===== src/rtl/instr_fetch_unit_pkg.sv =====
// Shared fetch-path types: datapath widths, fetch FSM encoding and buffer entry layout.
package instr_fetch_unit_pkg;

    localparam int XLEN    = 32;
    localparam int INSTR_W = 32;
    localparam logic [XLEN-1:0] PC_STEP = 32'd4;

    typedef enum logic [1:0] {
        IDLE  = 2'd0,
        FETCH = 2'd1,
        FLUSH = 2'd2
    } fetchState_e;

    typedef struct packed {
        logic [XLEN-1:0]    pc;
        logic [INSTR_W-1:0] instr;
    } fetchEntry_t;

    function automatic logic [XLEN-1:0] alignPc(input logic [XLEN-1:0] pc);
        return {pc[XLEN-1:2], 2'b00};
    endfunction

endpackage


===== src/rtl/instr_fetch_unit_fifo.sv =====
// Small synchronous {pc,instr} buffer between the fetch response path and decode.
module instr_fetch_unit_fifo
    import instr_fetch_unit_pkg::*;
#(
    parameter int DEPTH = 2,
    localparam int CW = $clog2(DEPTH + 1),
    localparam int PW = (DEPTH > 1) ? $clog2(DEPTH) : 1
) (
    input  logic          iClk,
    input  logic          iRstN,
    input  logic          iFlush,
    input  logic          iPush,
    input  fetchEntry_t   iData,
    input  logic          iPop,
    output fetchEntry_t   oHead,
    output logic          oFull,
    output logic          oEmpty,
    output logic [CW-1:0] oCount
);

    fetchEntry_t   mem [DEPTH];
    logic [PW-1:0] rdPtr;
    logic [PW-1:0] wrPtr;
    logic [CW-1:0] count;
    logic          doPush;
    logic          doPop;

    function automatic logic [PW-1:0] nextPtr(input logic [PW-1:0] p);
        return (p == PW'(DEPTH - 1)) ? '0 : p + PW'(1);
    endfunction

    assign doPush = iPush;
    assign doPop  = iPop && !oEmpty;

    always_ff @(posedge iClk or negedge iRstN) begin
        if (!iRstN) begin
            rdPtr <= '0;
            wrPtr <= '0;
            count <= '0;
        end else if (iFlush) begin
            rdPtr <= '0;
            wrPtr <= '0;
            count <= '0;
        end else begin
            if (doPush) wrPtr <= nextPtr(wrPtr);
            if (doPop)  rdPtr <= nextPtr(rdPtr);
            case ({doPush, doPop})
                2'b10:   count <= count + CW'(1);
                2'b01:   count <= count - CW'(1);
                default: count <= count;
            endcase
        end
    end

    always_ff @(posedge iClk) begin
        if (doPush && !iFlush) mem[wrPtr] <= iData;
    end

    // Empty head reads as zero so decode never sees stale data.
    assign oHead  = oEmpty ? '0 : mem[rdPtr];
    assign oEmpty = (count == '0);
    assign oFull  = (count == CW'(DEPTH));
    assign oCount = count;

endmodule


===== src/rtl/instr_fetch_unit.sv =====
// Fetch PC owner: issues in-order imem requests under a credit limit, buffers
// returned words for decode, and drops wrong-path responses after a redirect.
module instr_fetch_unit
    import instr_fetch_unit_pkg::*;
#(
    parameter logic [XLEN-1:0] RESET_PC = '0,
    parameter int              DEPTH    = 2
) (
    input  logic               iClk,
    input  logic               iRstN,
    input  logic               iRedirect,
    input  logic [XLEN-1:0]    iRedirectPc,
    output logic               oImemReq,
    output logic [XLEN-1:0]    oImemAddr,
    input  logic               iImemGnt,
    input  logic               iImemRvalid,
    input  logic [INSTR_W-1:0] iImemRdata,
    output logic               oInstrValid,
    input  logic               iInstrReady,
    output logic [INSTR_W-1:0] oInstr,
    output logic [XLEN-1:0]    oInstrPc,
    output logic               oMisalign
);

    localparam int CW = $clog2(DEPTH + 1);
    localparam logic [CW:0] CREDITS = (CW + 1)'(DEPTH);

    fetchState_e     state;
    fetchState_e     stateNext;
    logic [XLEN-1:0] pc;
    logic [XLEN-1:0] pcPlus4;
    logic [XLEN-1:0] rspPc;
    logic [CW-1:0]   outstanding;
    logic [CW-1:0]   outstandingNext;
    logic [CW-1:0]   drop;
    logic [CW-1:0]   dropNext;
    logic [CW-1:0]   count;
    logic            grant;
    logic            push;
    logic            pop;
    logic            bufFull;
    logic            bufEmpty;
    logic            misalign;
    fetchEntry_t     pushData;
    fetchEntry_t     head;

    // Credit uses registered counts only; a same-cycle pop does not open a slot.
    assign oImemReq = (state == FETCH) && !iRedirect &&
                      (({1'b0, outstanding} + {1'b0, count}) < CREDITS);
    assign grant    = oImemReq && iImemGnt;
    assign pcPlus4  = pc + PC_STEP;

    // Live outstanding requests are contiguous, so the oldest one's address
    // is recovered from pc instead of queuing request PCs.
    assign rspPc    = pc - (XLEN'(outstanding) << 2);
    assign pushData = '{pc: rspPc, instr: iImemRdata};

    assign push = iImemRvalid && !iRedirect && (drop == '0);
    assign pop  = oInstrValid && iInstrReady && !iRedirect;

    assign outstandingNext = outstanding + CW'(grant) - CW'(iImemRvalid);

    always_comb begin
        dropNext = drop;
        if (iRedirect)
            dropNext = outstandingNext;
        else if (iImemRvalid && (drop != '0))
            dropNext = drop - CW'(1);
    end

    always_comb begin
        stateNext = state;
        case (state)
            IDLE:    stateNext = FETCH;
            FETCH:   if (iRedirect && (dropNext != '0)) stateNext = FLUSH;
            FLUSH:   if (!iRedirect && (dropNext == '0)) stateNext = FETCH;
            default: stateNext = IDLE;
        endcase
    end

    always_ff @(posedge iClk or negedge iRstN) begin
        if (!iRstN) begin
            state       <= IDLE;
            pc          <= RESET_PC;
            outstanding <= '0;
            drop        <= '0;
            misalign    <= 1'b0;
        end else begin
            state       <= stateNext;
            outstanding <= outstandingNext;
            drop        <= dropNext;
            misalign    <= iRedirect && (iRedirectPc[1:0] != 2'b00);
            if (iRedirect)
                pc <= alignPc(iRedirectPc);
            else if (grant)
                pc <= pcPlus4;
            assert (!(push && bufFull));
        end
    end

    instr_fetch_unit_fifo #(.DEPTH(DEPTH)) uBuf (
        .iClk   (iClk),
        .iRstN  (iRstN),
        .iFlush (iRedirect),
        .iPush  (push),
        .iData  (pushData),
        .iPop   (pop),
        .oHead  (head),
        .oFull  (bufFull),
        .oEmpty (bufEmpty),
        .oCount (count)
    );

    assign oImemAddr   = pc;
    assign oInstrValid = !bufEmpty;
    assign oInstr      = head.instr;
    assign oInstrPc    = head.pc;
    assign oMisalign   = misalign;

endmodule


===== config.mk =====
export PLATFORM = sky130hd
export DESIGN_NAME = instr_fetch_unit
export DESIGN_NICKNAME = d
export VERILOG_FILES = /design/src/rtl/instr_fetch_unit_pkg.sv /design/src/rtl/instr_fetch_unit_fifo.sv /design/src/rtl/instr_fetch_unit.sv
export SDC_FILE = /design/constraint.sdc
export NUM_CORES = 1
export LEC_CHECK = 0
export ABC_AREA = 1
export BUFFER_PORTS_ARGS = -buffer_cell sky130_fd_sc_hd__buf_2
export CAP_MARGIN = 40
export CORE_ASPECT_RATIO = 1.5
export CORE_MARGIN = 2
export CORE_UTILIZATION = 55
export CTS_CLUSTER_DIAMETER = 200
export CTS_CLUSTER_SIZE = 25
export DETAILED_ROUTE_END_ITERATION = 12
export GPL_TIMING_DRIVEN = 0
export PLACE_DENSITY = 0.87
export SKIP_LAST_GASP = 1
export SLEW_MARGIN = 20
export SYNTH_ARGS = -nofsm -noshare
export SYNTH_HDL_FRONTEND = slang
export SYNTH_SLANG_ARGS = --single-unit

===== constraint.sdc =====
create_clock -name iClk -period 5.1 [get_ports iClk]
set_input_delay 0.765 -clock iClk [delete_from_list [all_inputs] [get_ports iClk]]
set_output_delay 0.765 -clock iClk [all_outputs]
set_load 0.05 [all_outputs]

# After elaboration in Yosys (flattened, before gate mapping)
# Memories as Yosys holds them, arrays and structs flattened.
# Index checks and enable logic that the tools add are counted.
[classes]
n_addsub = 10
n_lt_le_gt_ge = 1
n_eq_ne = 6
n_mux = 18
n_reduce_logical = 27
[op_table]
columns = ["op", "count"]
rows = [
  ["$mux 32", 2],
  ["$mux 64", 1],
  ["$add 32x3->32 const B", 1],
  ["$sub 32x4->32", 1],
  ["$logic_and 1x1->1", 13],
  ["$reduce_bool 2->1", 6],
  ["$mux 2", 5],
  ["$logic_not 2->1", 4],
  ["$mux 1", 8],
  ["$pmux 2 s3", 1],
  ["$eq 2x1->1 const B", 2],
  ["$eq 2x2->1 const B", 2],
  ["$pmux 2 s2", 1],
  ["$sub 2x1->2 const B", 2],
  ["$add 2x2->3", 1],
  ["$lt 3x2->1 const B", 1],
  ["$reduce_bool 3->1", 1],
  ["$add 1x1->1 const B", 2],
  ["$add 2x1->2", 1],
  ["$add 2x1->2 const B", 1],
  ["$logic_not 1->1", 2],
  ["$ne 2x1->1 const B", 1],
  ["$ne 2x2->1 const B", 1],
  ["$reduce_and 2->1", 1],
  ["$sub 2x1->2", 1],
]
[totals]
ff_bits = 43
ramBits = 128
elab_cells = 71
n_memories = 1
[mem_list]
columns = ["memory", "words", "width", "read_ports", "rd_clocked_by_memory_dff", "write_ports", "line", "text"]
rows = [
  ["uBuf.mem", 2, 64, 1, 0, 1, "instr_fetch_unit_fifo.sv:21", "fetchEntry_t mem [DEPTH];"],
]

# Depth between registers and ports, before layout
# Gate-level depths: netlist of run 1.
[logic_depth]
word_depth = 11
depth_mapped = 14

# By module
# From an unflattened synthesis of run 1, not the netlist that was laid out.
[hier_totals]
cells_unflattened = 971
hier_area_um2 = 8784.7
[by_module_without_submodules]
columns = ["mod", "instances", "cells_per_inst", "area_each_um2"]
rows = [
  ["instr_fetch_unit_fifo", 1, 375, 5210.0],
  ["instr_fetch_unit", 1, 596, 3574.7],
]

# Worst setup path after synthesis of run 1
# No wires, ideal clock.
[synth_path]
path_kind = "input port to flip-flop"
start = "input iImemRvalid"
end = "memory uBuf.mem[0][0] in the netlist's numbering (enable)"
setup_ns = 0.482
t_arrival_ns = 3.574
setup_slack_ns = 1.044
cell_stages = 4
path_buffers = 0
cell_sequence = "nand2_1 inv_1 nand2_1 nor2_1"
[synth_between]
elab_chain_len = 5
[synth_rtl]
columns = ["element", "line", "text"]
rows = [
  ["start: declaration", "instr_fetch_unit.sv:16", "input logic iImemRvalid,"],
  ["$logic_and 1x1->1 (2 in series)", "instr_fetch_unit.sv:58", "assign push = iImemRvalid && !iRedirect && (drop == '0);"],
  ["$logic_and 1x1->1", "instr_fetch_unit_fifo.sv:56", "if (doPush && !iFlush) mem[wrPtr] <= iData;"],
  ["$mux 1", "instr_fetch_unit_fifo.sv:56", ""],
  ["$mux 1 (not written as such)", "instr_fetch_unit_fifo.sv:56", ""],
  ["end: declaration", "instr_fetch_unit_fifo.sv:21", ""],
]
# No other way between the ends.

# Final worst setup path of run 1
[layout_path]
start = "register uBuf.rdPtr"
end = "output oInstrPc[27]"
[layout_between]
elab_chain_len = 2
[layout_rtl]
columns = ["element", "line", "text"]
rows = [
  ["start: declaration", "instr_fetch_unit_fifo.sv:22", "logic [PW-1:0] rdPtr;"],
  ["start signal: assignment", "instr_fetch_unit_fifo.sv:46", "if (doPop) rdPtr <= nextPtr(rdPtr);"],
  ["$mem_v2 2x64", "-", ""],
  ["$mux 64", "instr_fetch_unit_fifo.sv:60", "assign oHead = oEmpty ? '0 : mem[rdPtr];"],
  ["end: declaration", "instr_fetch_unit.sv:21", "output logic [XLEN-1:0] oInstrPc,"],
]
# No other way between the ends.

==> impl_metrics.env, run 1 <==
export IMPL_postRouteAntennaNets=0
export IMPL_final_setup_viol_count=0
export IMPL_fin_crit_sh_pct=60.3
export IMPL_worst_pin_slew_ns=0.602
export IMPL_yosys_area_top_type="edfxtp_1"
export IMPL_syn_to_final_growth_pct=21.7
export IMPL_chipWidth_microns=105
export IMPL_num_vias=7165
export IMPL_rsz0062_at_grt="no"
export IMPL_wl_met1_mm=8.12
export IMPL_final_max_slew_viol_count=0
export IMPL_placed_area_sq_um=9590
export IMPL_fin_crit_ns=3.07
export IMPL_gp_congestion=0.968
export IMPL_ir_drop_v=0.000254
export IMPL_drtIter0Drc=511
export IMPL_drv_cap=0
export IMPL_io_buffers=164
export IMPL_diodes=0
export IMPL_coreArea_sq_um=15000
export IMPL_crit_path_start_kind="register"
export IMPL_finalWorstSetupSlack_ns=2.03
export IMPL_cts_buffers=17
export IMPL_critical_path_arrival_ns=2.31
export IMPL_synthTopCellsByCount="nand2_1, edfxtp_1, inv_1, nor2_1, a21oi_1"
export IMPL_drt_pass1_iterations=5
export IMPL_power_uw=5290
export IMPL_wl_met2_mm=11.6
export IMPL_via_per_inst=5.26
export IMPL_top_level_ports=169
export IMPL_dpl_worst_slack_ns=2.41
export IMPL_synth_top_area_share_pct=44.5
export IMPL_die_h_microns=155
export IMPL_worstPathMaxFanout=10
export IMPL_rows=55
export IMPL_h_tree_depth=4
export IMPL_status="completed"
export IMPL_leakagePower_uw=0.00452
export IMPL_cp_data_required_time_ns=4.34
export IMPL_crit_slowest_cell="clkbuf_1"
export IMPL_syn_inst=959
export IMPL_relSlewSlack_pct=59.8
export IMPL_slowest_delay_ns=0.43
export IMPL_dp_hpwl_mm=16.1
export IMPL_postCtsSetupRepairBufs=0
export IMPL_min_path_type="in2async"
export IMPL_cp_end_kind="output port"
export IMPL_fin_nets=1228
export IMPL_clk_pin_slew_ns=0.07
export IMPL_clockBufferDepth=2
export IMPL_ctsRootBufferMaster="clkbuf_16"
export IMPL_seq_area_frac_synth_pct=56.8
export IMPL_clk_latency_ns=0.42
export IMPL_fmax_mhz=325
export IMPL_p_per_area_nw_per_um2=520
export IMPL_grt_pass1_wl_mm=34.6
export IMPL_start_util_pct=55.8
export IMPL_synth_seq_cells=165
export IMPL_grt_max_degree=28
export IMPL_fin_area_sq_um=10200
export IMPL_drive_gt1_share_pct=21.8
export IMPL_crit_type="reg2out"
export IMPL_top_layer="met4"
export IMPL_wl_mm=21.8
export IMPL_postCtsHoldBufs=0
export IMPL_postCtsResizedCells=0
export IMPL_path_common_cell="clkbuf_1"
export IMPL_ys_top_cells_by_area="edfxtp_1, nand2_1, dfrtp_1, a21oi_1, inv_1"
export IMPL_synth_edf_count=124
export IMPL_ys_warn_count=0
export IMPL_crit_family="buffers and inverters"
export IMPL_drcViolationCount=0
export IMPL_dr_wl_met3_mm=1.17
export IMPL_cts_sinks=165
export IMPL_grt_pass1_vias=7038
export IMPL_cp_cell_sequence="clkbuf_1 > inv_2 > clkbuf_1 > nand2_1 > a21oi_1 > buf_2"
export IMPL_avgSynthCellArea_sq_um=8.73
export IMPL_netlist_area_sq_um=8370
export IMPL_wl_per_cell_microns=16.0
export IMPL_finalHoldViolations=0
export IMPL_cts_tree="yes"
export IMPL_finClkSkew_ns=0.0128
export IMPL_ys_types=31
export IMPL_synth_flop_cell="edfxtp_1"
export IMPL_antenna_found_initial=0
export IMPL_overflow=0
export IMPL_path_buf_inv=4
export IMPL_dieArea_sq_um=16200
export IMPL_grt_use_total_pct=27.5
export IMPL_synthArstFlopShare_pct=24.8
export IMPL_synthMostInstantiatedCell="nand2_1"
## final timing paths
kind,cells past startpoint,startpoint,end,slack (ns)
min reg2reg,1,uBuf.wrPtr,uBuf.wrPtr,0.55
max reg2reg,14,uBuf.oCount[0],state[1],2.52
min in group iClk,1,iImemRdata[6],uBuf.mem[1][6],0.53
max,6,uBuf.rdPtr,oInstrPc[27],2.03
min,1,iRstN,drop[1],0.32
max in group asynchronous,2,iRstN,oImemAddr[23],4.26
## routing by layer
| layer | vias to the layer above | track usage [%] |
|---|---|---|
| li1 | 3480 | - |
| met1 | 3336 | 30.4 |
| met2 | 285 | 51.0 |
| met3 | 64 | 4.65 |
| met4 | 0 | 13.3 |
| met5 | - | 0 |
## worst register-to-register path, delay by kind of cell (launching register included)
family | cells | cell delay [ns]
adders and majority gates | 3 | 0.99
xor gates and xnor gates | 1 | 0.16
DFF | 1 | 0.43
and+or+nand+nor | 7 | 0.71
AOI/OAI and AO/OA | 1 | 0.07
buffers and inverters | 2 | 0.11
## sequential cells by signal, summed over array words and instances, names as in the netlist
register,cells
uBuf.wrPtr,1
drop,2
uBuf.mem,124
uBuf.oCount,2
oMisalign,1
uBuf.rdPtr,1
outstanding,2
state,2
oImemAddr,30
## logic make-up after synthesis
family          synth area share, %
simple gates                   25.8
buf+inv                        6.07
compound gates                 6.89
xor+xnor                       3.04
other cells                  0.0448
fa+ha+maj                      1.38
flops                          56.8
## metrics by stage
step	TNS [ns]	util (%)	instances	hold WS [ns]
floorplan	0	-	962	0.458
global placement	-45.77	63.0	1325	0.472
detailed placement	0	63.9	1330	0.537
CTS	0	67.9	1362	0.330
global route	0	67.9	1362	0.345
finish	0	67.9	1362	0.324
## where the power goes
part | internal, uW | switching (uW) | total [uW]
clock | 739 | 558 | 1300
combinational | 505 | 1710 | 2210
sequential | 1640 | 145 | 1780
total | 2880 | 2410 | 5290
## layout by cell type, fill, tap and decap left out
cell,instances
o21ai_1,5
nor3_1,4
buf_4,7
nor2_4,9
o211ai_1,6
inv_2,7
xnor2_1,2
o21ai_0,30
nand4_1,6
a21oi_1,70
xor2_1,27
buf_12,2
nand4_4,1
buf_16,3
and2_1,1
nand3_2,1
dfrtp_1,41
nand2_1,354
edfxtp_1,124
clkbuf_16,17
clkbuf_1,23
inv_8,4
inv_1,80
inv_6,2
bufinv_16,2
nor2_1,78
buf_2,170
conb_1,4
fa_1,2
clkinvlp_4,1
clkinv_4,4
or2_2,1
clkbuf_2,1
nand3_1,44
o22ai_1,1
buf_6,1
nor2_2,14
clkinv_1,1
nand2_2,7
ha_1,6
## final cells by class
cell class | instances | area (sq um)
flip-flops and latches | 165 | 4750
clock buffers | 18 | 429
clock inverters | 14 | 169
inverters | 87 | 327
plain buffers | 37 | 181
repair buffers | 169 | 943
well taps | 199 | 249
fillers | 1221 | 4820
multi-input cells | 673 | 3140
No activity file was read; power rests on OpenSTA's default activity.
==> run 2: changes to the inputs <==
--- a/config.mk
+++ b/config.mk
@@ -5,17 +5,17 @@
 export SDC_FILE = /design/constraint.sdc
 export NUM_CORES = 1
 export LEC_CHECK = 0
-export ABC_AREA = 1
+export ABC_AREA = 0
 export BUFFER_PORTS_ARGS = -buffer_cell sky130_fd_sc_hd__buf_2
 export CAP_MARGIN = 40
 export CORE_ASPECT_RATIO = 1.5
 export CORE_MARGIN = 2
-export CORE_UTILIZATION = 55
+export CORE_UTILIZATION = 49
 export CTS_CLUSTER_DIAMETER = 200
 export CTS_CLUSTER_SIZE = 25
 export DETAILED_ROUTE_END_ITERATION = 12
 export GPL_TIMING_DRIVEN = 0
-export PLACE_DENSITY = 0.87
+export PLACE_DENSITY = 0.83
 export SKIP_LAST_GASP = 1
 export SLEW_MARGIN = 20
 export SYNTH_ARGS = -nofsm -noshare
==> constraint.sdc (replaced) <==
create_clock -name iClk -period 2.5 [get_ports iClk]
set_input_delay 0.375 -clock iClk [delete_from_list [all_inputs] [get_ports iClk]]
set_output_delay 0.375 -clock iClk [all_outputs]
set_load 0.05 [all_outputs]
==> impl_metrics.env, run 2 <==
export IMPL_status="complete, but fails checks"
export IMPL_violations="negative setup slack"
export IMPL_drive_gt1_share_pct=33.1
export IMPL_fin_crit_sh_pct=109
export IMPL_crit_path_start_kind="register"
export IMPL_drtIter0Drc=379
export IMPL_fmax_mhz=369
export IMPL_setup_tns_ns=-0.928
export IMPL_fin_area_sq_um=9870
export IMPL_overflow=0
export IMPL_synth_compound_area_share_pct=6.05
export IMPL_hold_path_end="uBuf.mem[0][21]"
export IMPL_avgSynthCellArea_sq_um=12.1
export IMPL_h_tree_depth=4
export IMPL_relSlewSlack_pct=56.0
export IMPL_clockBufferDepth=2
export IMPL_crit_type="reg2reg"
export IMPL_cp_cell_sequence="and2_4 > fa_2 > nor4b_4 > and3_4 > inv_4 > ha_4 > inv_2 > ha_4 > xnor2_4 > xnor2_2 > o21ai_2 > a22o_1"
export IMPL_regMostFlops="uBuf.mem"
export IMPL_dieArea_sq_um=16900
export IMPL_chipWidth_microns=107
export IMPL_largest_reg_flops=124
export IMPL_rsz0062_at_grt="yes"
export IMPL_finClkSkew_ns=0.0130
export IMPL_gp_congestion=0.939
export IMPL_synth_edf_count=124
export IMPL_min_delay_start="iImemRdata[21]"
export IMPL_clk_pin_slew_ns=0.07
export IMPL_dp_hpwl_mm=13.8
export IMPL_synthMostInstantiatedCell="edfxtp_1"
export IMPL_syn_to_final_growth_pct=27.0
export IMPL_muxShareOfSynthArea_pct=8.24
export IMPL_p_per_area_nw_per_um2=920
export IMPL_netlist_area_sq_um=7770
export IMPL_critical_path_arrival_ns=3.02
export IMPL_start_util_pct=50.0
export IMPL_coreArea_sq_um=15600
export IMPL_dp_cells=1019
export IMPL_via_per_inst=5.58
export IMPL_synth_simple_area_share_pct=15.5
export IMPL_ctsRootBufferMaster="clkbuf_16"
export IMPL_leakagePower_uw=0.00392
export IMPL_seq_area_frac_synth_pct=61.1
export IMPL_cts_buffers=17
export IMPL_top_level_ports=169
export IMPL_cts_tree="yes"
export IMPL_wl_mm=19.4
export IMPL_timing_rr_end="state[0]"
export IMPL_synth_seq_cells=165
export IMPL_grt_use_total_pct=23.3
export IMPL_grt_pass1_vias=5921
export IMPL_synth_top_family_by_area="simple AND/OR/NAND/NOR gates"
export IMPL_ys_warn_count=0
export IMPL_synth_xor_area_share_pct=3.83
export IMPL_path_common_cell="ha_4"
export IMPL_worstPathMaxFanout=2
export IMPL_finalWorstSetupSlack_ns=-0.213
export IMPL_drcViolationCount=0
export IMPL_drt_pass1_iterations=5
export IMPL_wl_per_cell_microns=18.4
export IMPL_cp_end_kind="register"
export IMPL_crit_slowest_cell="fa_2"
export IMPL_diodes=0
export IMPL_num_vias=5882
export IMPL_synthTopCellsByCount="edfxtp_1, nor2_1, mux2i_1"
export IMPL_final_cell_mix="buf_2, edfxtp_1, nor2_1"
export IMPL_rrSetupSlack_ns=-0.21
export IMPL_min_path_type="in2reg"
export IMPL_worst_pin_slew_ns=0.660
export IMPL_min_path_cells=1
export IMPL_synthArstFlopShare_pct=24.8
export IMPL_fin_nets=917
export IMPL_grt_max_degree=44
export IMPL_slowest_delay_ns=0.45
export IMPL_antenna_found_initial=0
export IMPL_finalHoldViolations=0
export IMPL_synth_adder_area_share_pct=1.48
export IMPL_rows=56
export IMPL_grt_pass1_wl_mm=30.1
export IMPL_power_uw=9090
export IMPL_io_buffers=163
export IMPL_synth_top_area_share_pct=47.9
export IMPL_ys_types=60
export IMPL_final_max_slew_viol_count=0
export IMPL_layout_cells_non_filler=1055
export IMPL_syn_inst=643
export IMPL_synth_flop_cell="edfxtp_1"
export IMPL_crit_reg2reg_launch="outstanding[0]"
export IMPL_ys_top_cells_by_area="edfxtp_1, dfrtp_1, mux2i_1, nor2_1, nand2_1"
export IMPL_die_h_microns=158
export IMPL_ir_drop_v=0.000644
export IMPL_worst_hold_slack_ns=0.144
export IMPL_cts_sinks=165
export IMPL_clk_latency_ns=0.42
export IMPL_final_setup_viol_count=11
export IMPL_fin_crit_ns=2.71
export IMPL_reg2regPathDepth=12
export IMPL_final_common_cell="buf_2"
export IMPL_drv_cap=0
export IMPL_yosys_area_top_type="edfxtp_1"
export IMPL_placed_area_sq_um=9060
export IMPL_cp_data_required_time_ns=2.81
export IMPL_postRouteAntennaNets=0
[run 2: cell types whose count changed after synthesis, moves of 12 or more]
cell | before | now
inv_1 | 80 | 18
a21oi_1 | 70 | 5
xnor2_1 | 2 | 15
nand2_1 | 354 | 53
nor2_2 | 14 | 0
nand3_1 | 44 | 24
o21ai_0 | 30 | 18
mux2i_1 | 0 | 64
[run 2: critical path, delay by kind of cell, from the launching register on]
kind                     cells  cell delay (ns)
adder cells (fa/ha/maj)      3             0.86
flip-flops                   1             0.40
XOR/XNOR                     2             0.32
AND/OR/NAND/NOR              3             0.64
AO/OA/AOI/OAI                2             0.31
buffers and inverters        2             0.08
[run 2: layer usage]
layer  global-route usage, %  wire [microns]
met5                       0               0
met4                    10.8             792
met2                    42.5           10300
met1                    25.6            6870
met3                    5.27            1450
[run 2: final cells by class]
type / instances / area, sq um
Buffer: 45 / 273
Multi-Input combinational cell: 415 / 2920
Clock inverter: 15 / 190
Inverter: 18 / 70.1
Clock buffer: 17 / 425
Sequential cell: 165 / 4750
Timing Repair Buffer: 177 / 985
Tap cell: 203 / 254
Fill cell: 1219 / 5680
[run 2: where the power goes]
part           switching (uW)  total (uW)  internal, uW
clock                    1120        2720          1600
combinational            1940        2830           890
sequential                216        3540          3320
[run 2: worst max-delay path by stage]
stage | to | depth (start not counted) | slack [ns] | startpoint
floorplan | state[0] | 13 | -0.40 | uBuf.oCount[0]
global placement | uBuf.mem[0][26] | 4 | -1.01 | iRedirect
detailed placement | state[0] | 13 | -0.73 | uBuf.oCount[0]
CTS | state[0] | 12 | -0.22 | outstanding[0]
global route | oImemAddr[15] | 8 | -0.34 | uBuf.oCount[1]
finish | state[0] | 12 | -0.21 | outstanding[0]
[run 2: kinds of logic (layout without fill, tap and decap cells)]
family / after synthesis / count (layout)
DFF: 165 / 165
buffers and inverters: 66 / 272
xor gates and xnor gates: 34 / 34
AOI/OAI and AO/OA: 67 / 67
adders and majority gates: 8 / 8
muxes: 64 / 64
other: 1 / 4
and+or+nand+nor: 238 / 238
[run 2: timing repair]
item	CTS	global route
buffers inserted	6	1
pin swaps	9	3
hold endpoints to repair	12	0
hold buffers	1	0
gates resized for setup	23	26
setup endpoints to repair	98	100
cloned	0	0
[run 2: stage by stage]
| step | util [%] | setup WS [ns] |
|---|---|---|
| final | 63.5 | -0.213 |
| after CTS | 62.8 | -0.221 |
| after global placement | 57.5 | -1.01 |
| after detailed placement | 58.2 | -0.734 |
| after floorplan | - | -0.400 |
| after global routing | 63.5 | -0.335 |
==> run 3: changes to the inputs <==
--- a/config.mk
+++ b/config.mk
@@ -5,17 +5,17 @@
 export SDC_FILE = /design/constraint.sdc
 export NUM_CORES = 1
 export LEC_CHECK = 0
-export ABC_AREA = 0
+export ABC_AREA = 1
 export BUFFER_PORTS_ARGS = -buffer_cell sky130_fd_sc_hd__buf_2
 export CAP_MARGIN = 40
 export CORE_ASPECT_RATIO = 1.5
 export CORE_MARGIN = 2
-export CORE_UTILIZATION = 49
+export CORE_UTILIZATION = 50
 export CTS_CLUSTER_DIAMETER = 200
 export CTS_CLUSTER_SIZE = 25
 export DETAILED_ROUTE_END_ITERATION = 12
 export GPL_TIMING_DRIVEN = 0
-export PLACE_DENSITY = 0.83
+export PLACE_DENSITY = 0.84
 export SKIP_LAST_GASP = 1
 export SLEW_MARGIN = 20
 export SYNTH_ARGS = -nofsm -noshare
==> impl_metrics.env, run 3 (synthesis results as in run 1) <==
export IMPL_syn_to_final_growth_pct=22.9
export IMPL_final_setup_viol_count=0
export IMPL_top_level_ports=169
export IMPL_final_max_slew_viol_count=0
export IMPL_wl_per_cell_microns=16.1
export IMPL_fmax_mhz=407
export IMPL_h_tree_depth=4
export IMPL_crit_slowest_cell="dfrtp_2"
export IMPL_finClkSkew_ns=0.0114
export IMPL_cp_end_kind="register"
export IMPL_layout_cells_non_filler=1369
export IMPL_ir_drop_v=0.000526
export IMPL_fillers=1325
export IMPL_grt_use_total_pct=25.2
export IMPL_regMostFlops="uBuf.mem"
export IMPL_fin_crit_ns=2.46
export IMPL_final_common_cell="nand2_1"
export IMPL_postRouteAntennaNets=0
export IMPL_cts_sinks=165
export IMPL_path_common_cell="nand2_1"
export IMPL_drive_gt1_share_pct=23.5
export IMPL_worst_pin_slew_ns=0.635
export IMPL_rows=57
export IMPL_clk_pin_slew_ns=0.07
export IMPL_coreArea_sq_um=16300
export IMPL_dp_cells=1337
export IMPL_grt_pass1_vias=7020
export IMPL_worstPathMaxFanout=5
export IMPL_dieArea_sq_um=17800
export IMPL_status="completed"
export IMPL_fin_crit_sh_pct=98.2
export IMPL_drcViolationCount=0
export IMPL_clk_latency_ns=0.42
export IMPL_placed_area_sq_um=9600
export IMPL_cts_tree="yes"
export IMPL_gp_congestion=0.936
export IMPL_finalWorstSetupSlack_ns=0.0446
export IMPL_cp_data_required_time_ns=2.82
export IMPL_crit_path_start_kind="register"
export IMPL_drtIter0Drc=581
export IMPL_clockBufferDepth=2
export IMPL_multi_input_area_sq_um=3170
export IMPL_fin_nets=1229
export IMPL_min_path_type="in2reg"
export IMPL_start_util_pct=51.5
export IMPL_drt_pass1_iterations=6
export IMPL_slowest_delay_ns=0.45
export IMPL_grt_pass1_wl_mm=34.1
export IMPL_final_cell_mix="nand2_1, buf_2, edfxtp_1"
export IMPL_critical_path_arrival_ns=2.78
export IMPL_p_per_area_nw_per_um2=1070
export IMPL_via_per_inst=5.22
export IMPL_dpl_worst_slack_ns=-0.0792
export IMPL_antenna_found_initial=0
export IMPL_largest_reg_flops=124
export IMPL_relSlewSlack_pct=57.7
export IMPL_area_sequential_sq_um=4750
export IMPL_die_h_microns=162
export IMPL_drv_cap=0
export IMPL_leakagePower_uw=0.00456
export IMPL_cp_cell_sequence="nand2_1 > inv_1 > fa_1 > nor2_2 > nand4_4 > ha_4 > inv_2 > ha_4 > xnor2_1 > nand2_1 > nand2_1 > a21oi_1 > nand2_1 > nand2_1"
export IMPL_wl_mm=22.0
export IMPL_fin_area_sq_um=10300
export IMPL_overflow=0
export IMPL_ctsRootBufferMaster="clkbuf_16"
export IMPL_cts_buffers=17
export IMPL_dp_hpwl_mm=16.6
export IMPL_num_vias=7151
export IMPL_io_buffers=164
export IMPL_chipWidth_microns=110
export IMPL_worst_hold_slack_ns=0.140
export IMPL_finalHoldViolations=0
export IMPL_grt_max_degree=27
export IMPL_diodes=0
export IMPL_crit_type="reg2reg"
-- run 3: layout make-up --
class	instances	area share [%]
sequential	165	46.2
timing repair buffer	171	9.39
tap	206	2.51
clock buffer	17	4.14
multi-input combinational	673	30.8
buffer	36	1.85
clock inverter	14	1.86
inverter	87	3.20
-- run 3: metal layers --
layer  track usage (%)  wire length [microns]  up-vias
li1                  -                      -     3492
met1              27.0                   8070     3296
met2              45.5                  11500      276
met3              3.88                   1160       87
met4              15.0                   1270        0
met5                 0                      0        -
-- run 3: metrics by stage --
stage / setup TNS [ns] / power [uW] / util [%]
floorplan: 0 / 6990 / -
global placement: -18.70 / 8050 / 58.3
detailed placement: -0.0792 / 8190 / 59.0
CTS: -0.0383 / 11000 / 63.0
global route: -0.0288 / 11500 / 63.3
finish: 0 / 11000 / 63.3
-- run 3: worst paths after layout --
check                                    start               to  slack [ns]  cells after the start
min in group asynchronous                iRstN          drop[1]        0.46                      2
worst min-delay path            iImemRdata[29]  uBuf.mem[1][29]        0.14                      1
worst max-delay path            uBuf.oCount[0]         state[1]        0.04                     14
worst max register to register  uBuf.oCount[0]         state[1]        0.04                     14
max in group asynchronous                iRstN    oImemAddr[22]        1.53                      3
worst min register to register  uBuf.oCount[0]   uBuf.oCount[0]        0.53                      1
-- run 3: timing repair --
action | in CTS | in global routing
endpoints found under the setup margin | 64 | 24
hold endpoints to repair | 18 | 0
pin swaps | 2 | 1
hold buffers | 1 | 0
gates resized for setup | 10 | 18
setup buffers | 1 | 0
-- run 3: where the power goes --
group | total [uW] | switching (uW) | internal (uW)
clock | 2720 | 1120 | 1600
combinational | 4600 | 3510 | 1080
sequential | 3660 | 313 | 3340
total | 11000 | 4950 | 6030
-- run 3: critical path: cells and delay by family, from the launching register on --
family                   cells  cell delay [ns]
AO/OA/AOI/OAI                1             0.07
buffers and inverters        2             0.09
XOR/XNOR                     1             0.19
flip-flops                   1             0.45
AND/OR/NAND/NOR              7             0.67
adder cells (fa/ha/maj)      3             0.90
